===== src/rtl/ase_pcie_ss_rd_cpl_splitter.sv =====
// ase_pcie_ss_rd_cpl_splitter
// Takes one host DMA read request at a time and presents it as a sequence of
// completion segments. The first segment is trimmed so that it ends on a
// request-completion boundary; every later segment then starts aligned and is
// at most MAX_CPL_BYTES long. A per-tag busy bitmap rejects a tag that is
// still in flight, and outstanding_cnt reports how many tags are busy.
// MAX_OUTSTANDING must be at least 2 so that the tag index has a width.

module ase_pcie_ss_rd_cpl_splitter #(
    parameter int MAX_OUTSTANDING  = 256,
    parameter int TAG_W            = 10,
    parameter int MAX_RD_REQ_BYTES = 4096,
    parameter int RCB_BYTES        = 64,
    parameter int MAX_CPL_BYTES    = 256,
    parameter int LEN_W            = 13
) (
    input  logic               clk,
    input  logic               rst_n,

    input  logic               req_valid,
    output logic               req_ready,
    input  logic [TAG_W-1:0]   req_tag,
    input  logic [63:0]        req_addr,
    input  logic [LEN_W-1:0]   req_len,

    output logic               cpl_valid,
    input  logic               cpl_ready,
    output logic [TAG_W-1:0]   cpl_tag,
    output logic [63:0]        cpl_addr,
    output logic [LEN_W-1:0]   cpl_len,
    output logic [LEN_W-1:0]   cpl_byte_count,
    output logic               cpl_last,

    output logic               err_valid,
    output logic [1:0]         err_code,
    output logic [TAG_W:0]     outstanding_cnt
);

    localparam int RCB_LG    = $clog2(RCB_BYTES);
    localparam int TAG_IDX_W = $clog2(MAX_OUTSTANDING);

    localparam logic [TAG_W:0]   MAX_TAG_L = (TAG_W+1)'(MAX_OUTSTANDING);
    localparam logic [LEN_W-1:0] MAX_REQ_L = LEN_W'(MAX_RD_REQ_BYTES);
    localparam logic [LEN_W-1:0] MAX_CPL_L = LEN_W'(MAX_CPL_BYTES);

    localparam logic [1:0] ERR_BAD_TAG  = 2'd1;
    localparam logic [1:0] ERR_TAG_BUSY = 2'd2;
    localparam logic [1:0] ERR_BAD_LEN  = 2'd3;

    typedef enum logic [0:0] {
        IDLE  = 1'b0,
        SPLIT = 1'b1
    } state_t;

    state_t                 state_reg;
    logic                   req_ready_reg;
    logic                   cpl_valid_reg;
    logic [TAG_W-1:0]       cpl_tag_reg;
    logic [63:0]            cpl_addr_reg;
    logic [LEN_W-1:0]       cpl_len_reg;
    logic [LEN_W-1:0]       cpl_byte_count_reg;
    logic                   cpl_last_reg;
    logic                   err_valid_reg;
    logic [1:0]             err_code_reg;
    logic [TAG_W:0]         outstanding_cnt_reg;

    logic [MAX_OUTSTANDING-1:0] busy_reg;
    logic [MAX_OUTSTANDING-1:0] busy_next;

    logic                   tag_bad;
    logic                   tag_busy;
    logic                   len_bad;
    logic                   req_fire;
    logic                   set_en;
    logic                   clr_en;
    logic [TAG_IDX_W-1:0]   req_idx;
    logic [TAG_IDX_W-1:0]   cpl_idx;

    logic [LEN_W-1:0]       first_seg_next;
    logic [63:0]            addr_next;
    logic [LEN_W-1:0]       rem_next;
    logic [LEN_W-1:0]       seg_next;

    // Payload of the segment starting at a given RCB offset with rem bytes
    // left: never crosses the boundary that follows MAX_CPL_BYTES from the
    // last aligned point, and never exceeds what is left.
    function automatic logic [LEN_W-1:0] seg_len(input logic [RCB_LG-1:0] off,
                                                 input logic [LEN_W-1:0]  rem);
        logic [LEN_W-1:0] lim;
        lim = MAX_CPL_L - LEN_W'(off);
        return (rem < lim) ? rem : lim;
    endfunction

    assign req_idx  = req_tag[TAG_IDX_W-1:0];
    assign cpl_idx  = cpl_tag_reg[TAG_IDX_W-1:0];

    // Request checks and the next segment after the current one is taken.
    always_comb begin
        tag_bad        = ({1'b0, req_tag} >= MAX_TAG_L);
        tag_busy       = busy_reg[req_idx];
        len_bad        = (req_len == '0) || (req_len > MAX_REQ_L);
        req_fire       = (state_reg == IDLE) && req_valid && req_ready_reg;
        set_en         = req_fire && !tag_bad && !tag_busy && !len_bad;
        clr_en         = (state_reg == SPLIT) && cpl_valid_reg && cpl_ready && cpl_last_reg;
        first_seg_next = seg_len(req_addr[RCB_LG-1:0], req_len);
        addr_next      = cpl_addr_reg + 64'(cpl_len_reg);
        rem_next       = cpl_byte_count_reg - cpl_len_reg;
        seg_next       = seg_len(addr_next[RCB_LG-1:0], rem_next);
    end

    // Per-tag busy bit: set on a good request, cleared by its last segment.
    genvar gi;
    generate
        for (gi = 0; gi < MAX_OUTSTANDING; gi++) begin : g_busy
            always_comb begin
                busy_next[gi] = busy_reg[gi];
                if (set_en && (req_idx == TAG_IDX_W'(gi)))
                    busy_next[gi] = 1'b1;
                else if (clr_en && (cpl_idx == TAG_IDX_W'(gi)))
                    busy_next[gi] = 1'b0;
            end
        end
    endgenerate

    // Busy bitmap register.
    always_ff @(posedge clk or negedge rst_n) begin
        if (!rst_n)
            busy_reg <= '0;
        else
            busy_reg <= busy_next;
    end

    // Accept/split FSM with all handshake and completion outputs registered.
    always_ff @(posedge clk or negedge rst_n) begin
        if (!rst_n) begin
            state_reg           <= IDLE;
            req_ready_reg       <= 1'b1;
            cpl_valid_reg       <= 1'b0;
            cpl_tag_reg         <= '0;
            cpl_addr_reg        <= '0;
            cpl_len_reg         <= '0;
            cpl_byte_count_reg  <= '0;
            cpl_last_reg        <= 1'b0;
            err_valid_reg       <= 1'b0;
            err_code_reg        <= '0;
            outstanding_cnt_reg <= '0;
        end else begin
            err_valid_reg <= 1'b0;
            case (state_reg)
                IDLE: begin
                    req_ready_reg <= 1'b1;
                    if (req_fire) begin
                        if (tag_bad) begin
                            err_valid_reg <= 1'b1;
                            err_code_reg  <= ERR_BAD_TAG;
                        end else if (tag_busy) begin
                            err_valid_reg <= 1'b1;
                            err_code_reg  <= ERR_TAG_BUSY;
                        end else if (len_bad) begin
                            err_valid_reg <= 1'b1;
                            err_code_reg  <= ERR_BAD_LEN;
                        end else begin
                            state_reg           <= SPLIT;
                            req_ready_reg       <= 1'b0;
                            cpl_valid_reg       <= 1'b1;
                            cpl_tag_reg         <= req_tag;
                            cpl_addr_reg        <= req_addr;
                            cpl_len_reg         <= first_seg_next;
                            cpl_byte_count_reg  <= req_len;
                            cpl_last_reg        <= (first_seg_next == req_len);
                            outstanding_cnt_reg <= outstanding_cnt_reg + (TAG_W+1)'(1);
                        end
                    end
                end
                SPLIT: begin
                    req_ready_reg <= 1'b0;
                    if (cpl_valid_reg && cpl_ready) begin
                        if (cpl_last_reg) begin
                            state_reg           <= IDLE;
                            req_ready_reg       <= 1'b1;
                            cpl_valid_reg       <= 1'b0;
                            cpl_last_reg        <= 1'b0;
                            outstanding_cnt_reg <= outstanding_cnt_reg - (TAG_W+1)'(1);
                        end else begin
                            cpl_addr_reg       <= addr_next;
                            cpl_len_reg        <= seg_next;
                            cpl_byte_count_reg <= rem_next;
                            cpl_last_reg       <= (seg_next == rem_next);
                        end
                    end
                end
                default: begin
                    state_reg     <= IDLE;
                    req_ready_reg <= 1'b1;
                    cpl_valid_reg <= 1'b0;
                end
            endcase
        end
    end

    // Releasing a tag that is not marked busy means the bookkeeping is broken.
    a_release_busy: assert property (@(posedge clk) disable iff (!rst_n)
        clr_en |-> busy_reg[cpl_idx]);

    assign req_ready       = req_ready_reg;
    assign cpl_valid       = cpl_valid_reg;
    assign cpl_tag         = cpl_tag_reg;
    assign cpl_addr        = cpl_addr_reg;
    assign cpl_len         = cpl_len_reg;
    assign cpl_byte_count  = cpl_byte_count_reg;
    assign cpl_last        = cpl_last_reg;
    assign err_valid       = err_valid_reg;
    assign err_code        = err_code_reg;
    assign outstanding_cnt = outstanding_cnt_reg;

endmodule


===== config.mk =====
export PLATFORM = sky130hd
export DESIGN_NAME = ase_pcie_ss_rd_cpl_splitter
export DESIGN_NICKNAME = d
export VERILOG_FILES = /design/src/rtl/ase_pcie_ss_rd_cpl_splitter.sv
export SDC_FILE = /design/constraint.sdc
export NUM_CORES = 1
export LEC_CHECK = 0
export ABC_AREA = 1
export ABC_CLOCK_PERIOD_IN_PS = 5800
export BUFFER_PORTS_ARGS = -buffer_cell sky130_fd_sc_hd__buf_2
export CAP_MARGIN = 20
export CORE_MARGIN = 4
export CORE_UTILIZATION = 55
export DETAILED_ROUTE_END_ITERATION = 8
export PLACE_DENSITY = 0.75
export SYNTH_ARGS = -nofsm -noshare
export SYNTH_HDL_FRONTEND = slang
export SYNTH_SLANG_ARGS = --single-unit

===== constraint.sdc =====
create_clock -name clk -period 5.8 [get_ports clk]
set_clock_uncertainty 0.15 [all_clocks]
set_input_delay 1.45 -clock clk [delete_from_list [all_inputs] [get_ports clk]]
set_output_delay 1.45 -clock clk [all_outputs]
set_load 0.01 [all_outputs]

==> flow_summary.toml <==
[synthesis]
synth.area.top_cells = "dfrtp_1 (40%), nand2_1 (17%), o31ai_1 (9.0%)"
ys_async_sr_fraction = 1.000
ys_ff_latch = 374
post-synth-top-count-cell = "nand2_1"
ys_warn_count = 0
yosysTopAreaCell = "dfrtp_1"
synthTopCellsByCount = "nand2_1 (1,074), dfrtp_1 (373), o21ai_0 (342)"
netlist_area_sq_um = 23080
yosys.area.top_type_share = 0.4044
syn_inst = 3167
synth.distinct_cells = 41
avgSynthCellArea_sq_um = 7.288
synth.net_count = 3313
synth-edff-count = 0
ys_seq_area_frac = 0.4055
synth_ff_type = "dfrtp_1"

[clock_tree]
ctsRootBufferMaster = "clkbuf_16"
clock_latency_ns = 0.59
cts_tree = "done"
post_cts_buffers = 0
cts_made_buffers = 42
h-tree-depth = 2
cts_resized = 0
path_clk_slew_ns = 0.06
cts_max_path_buffers = 3
holdBufCountCts = 0
cts_sinks = 374

[critical_path]
cp_cell_sequence = "ha_1 > a21oi_1 > nand2_1 > xnor2_1 > nand3_1 > nor2_1 > inv_1 > ha_1 > a21oi_1 > o31ai_1 > a21oi_1 > nand3_1 > o21ai_0 > mux2i_1 > o21ai_1"
cp_max_fo = 28
path_class = "reg -> reg"
path_buf_inv = 1
cp.arrival_ns = 5.30
worst_path_dominant_cell_family = "compound AO/OA/AOI/OAI gates"
crit_path_end_kind = "flop"
crit_path_frequent_cell = "a21oi_1"
cp-start-kind = "flop"
required_ns = 6.14
critical_path.max_stage_delay_ns = 0.72
cpMaxStageDelayCell = "nand3_1"

[route]
avgRoutedWirePerCell_um = 21.71
routed_wl_um = 83250
first_pass_iters = 6
drtIter0Drc = 2780
drtAntennaViolNets = 0
viasPerCell = 6.191
drcViolationCount = 0
vias = 23740

[pwr]
switching_power_mw = 1.342
p_comb_frac = 0.048
power_density_nw_per_um2 = 217.2
clock_power_share = 0.486
ir_drop_uv = 171.3
internal-power_mw = 4.257
p_total_mw = 5.599
pwr-share-seq = 0.466
leakage_nw = 12.74
swShare = 0.2396

[floorplan]
initial_core_util = 0.5602
die_y_um = 212.9
fp.dieW_um = 212.9
io_pins = 208
core_area_sq_um = 41200
die_area_sq_um = 45310
rows = 74

[timing]
finalSetupTns_ns = 0
hold_viol = 0
fin_crit_sh = 0.8542
slew_violations = 0
finalCriticalPeriod_ns = 4.954
hold_slack_ns = 0.3248
setup-violations-final = 0
worst_slack_ns = 0.8458
relSlewSlack = 0.1951
rsz0062_at_grt = "false"
fmax_ghz = 0.2018
worst_pin_slew_ns = 1.204

[placement]
globalplace.congestion = 0.9862
pre_cts_ws_ns = 0.7073
dp_hpwl_um = 55490
placed_area_sq_um = 24380
port_buffers = 207
placedCellCount = 3758

[final_layout]
fin_cells = 3834
largest_reg_flops = 256
fillCellCount = 3774
layout-drive-gt1-share = 0.09997
final_nets = 3417
utilization = 0.6258
syn_to_final_growth_pct = 11.70
final_area_sq_um = 25780

[flow_run]
maxCapViolCount = 0

[global_routing]
grt_pass1_wl_um = 128600
antenna_found_initial = 1
track_usage = 0.3611
grt-ovfl-total = 0
grt_max_degree = 118
grt_pass1_vias = 22630

[worst_hold_path]
min_path_type = "reg -> reg"

[status]
status = "finished, final reports clean"
layer usage:
metal / part of all wire / up-vias / track usage
met1: 0.40 / 11250 / 0.4884
met3: 0.10 / 302 / 0.07743
met4: 0.055 / 0 / 0.1721
li1: - / 10880 / -
met5: 0 / - / 0
met2: 0.44 / 1305 / 0.5574
worst paths after layout:
check	from	endpoint	slack (ns)	depth (start not counted)
min in group asynchronous	rst_n	busy_reg[239]$_DFFE_PN0P_	0.76	1
hold / removal	cpl_tag[9]$_DFFE_PN0P_	cpl_tag[9]$_DFFE_PN0P_	0.32	2
setup reg to reg	cpl_len[2]$_DFFE_PN0P_	cpl_len[1]$_DFFE_PN0P_	0.85	15
setup / recovery	cpl_len[2]$_DFFE_PN0P_	cpl_len[1]$_DFFE_PN0P_	0.85	15
hold reg to reg	cpl_tag[9]$_DFFE_PN0P_	cpl_tag[9]$_DFFE_PN0P_	0.32	2
max in group asynchronous	rst_n	busy_reg[95]$_DFFE_PN0P_	3.50	2
cells by family (layout without fill, tap and decap cells):
kind of cell	after synthesis	count (layout)	share of synthesized area
AND/OR/NAND/NOR	1492	1492	0.2617
AO/OA/AOI/OAI	759	759	0.1975
buffers and inverters	400	534	0.06987
flip-flops	374	374	0.4055
XOR/XNOR	57	57	0.02163
adder cells (fa/ha/maj)	55	55	0.03079
multiplexers	30	30	0.01301
other	0	1	0
power by group through the flow:
| stage | Clock [mW] | Combinational, mW | Sequential [mW] |
|---|---|---|---|
| 2_1_floorplan | 0 | 0.102 | 2.66 |
| 3_3_place_gp | 0 | 0.258 | 2.66 |
| 3_5_place_dp | 0 | 0.262 | 2.66 |
| 4_1_cts | 2.74 | 0.263 | 2.61 |
| 5_1_grt | 2.85 | 0.287 | 2.61 |
| 6_report | 2.72 | 0.268 | 2.61 |
area by class of cell:
class	count	area (sq um)	share of cell area
diodes	1	2.502	0.00009706
multi-input cells	2393	12130	0.4705
inverters	216	813.3	0.03154
flip-flops and latches	374	9361	0.3631
repair buffers	244	1426	0.05532
well taps	532	665.6	0.02582
clock inverters	9	112.6	0.004368
clock buffers	65	1269	0.04921
placed cells by master (no fill, tap or decap), types with 7 or more instances in the layout:
cell type / n
nand4_1: 54
inv_1: 211
xnor2_1: 23
o21ai_1: 49
nor3_1: 18
o21ai_0: 342
nand3_1: 143
or2_2: 11
clkbuf_16: 43
nor4_1: 12
dfrtp_1: 372
buf_4: 28
ha_1: 52
clkbuf_8: 11
buf_2: 206
nor2_1: 166
clkbuf_1: 11
a21oi_1: 63
xor2_1: 34
a21boi_0: 8
buf_12: 7
nand2_1: 1074
mux2i_1: 30
o31ai_1: 276
worst register-to-register path: stages (launching register included):
cell and delay (ns):
dfrtp_1 0.50, ha_1 0.41, a21oi_1 0.18, nand2_1 0.12, xnor2_1 0.48, nand3_1 0.21, nor2_1 0.30, inv_1 0.14
ha_1 0.31, a21oi_1 0.14, o31ai_1 0.09, a21oi_1 0.26, nand3_1 0.72, o21ai_0 0.57, mux2i_1 0.13, o21ai_1 0.18
Power figures use the tool's default switching activity.
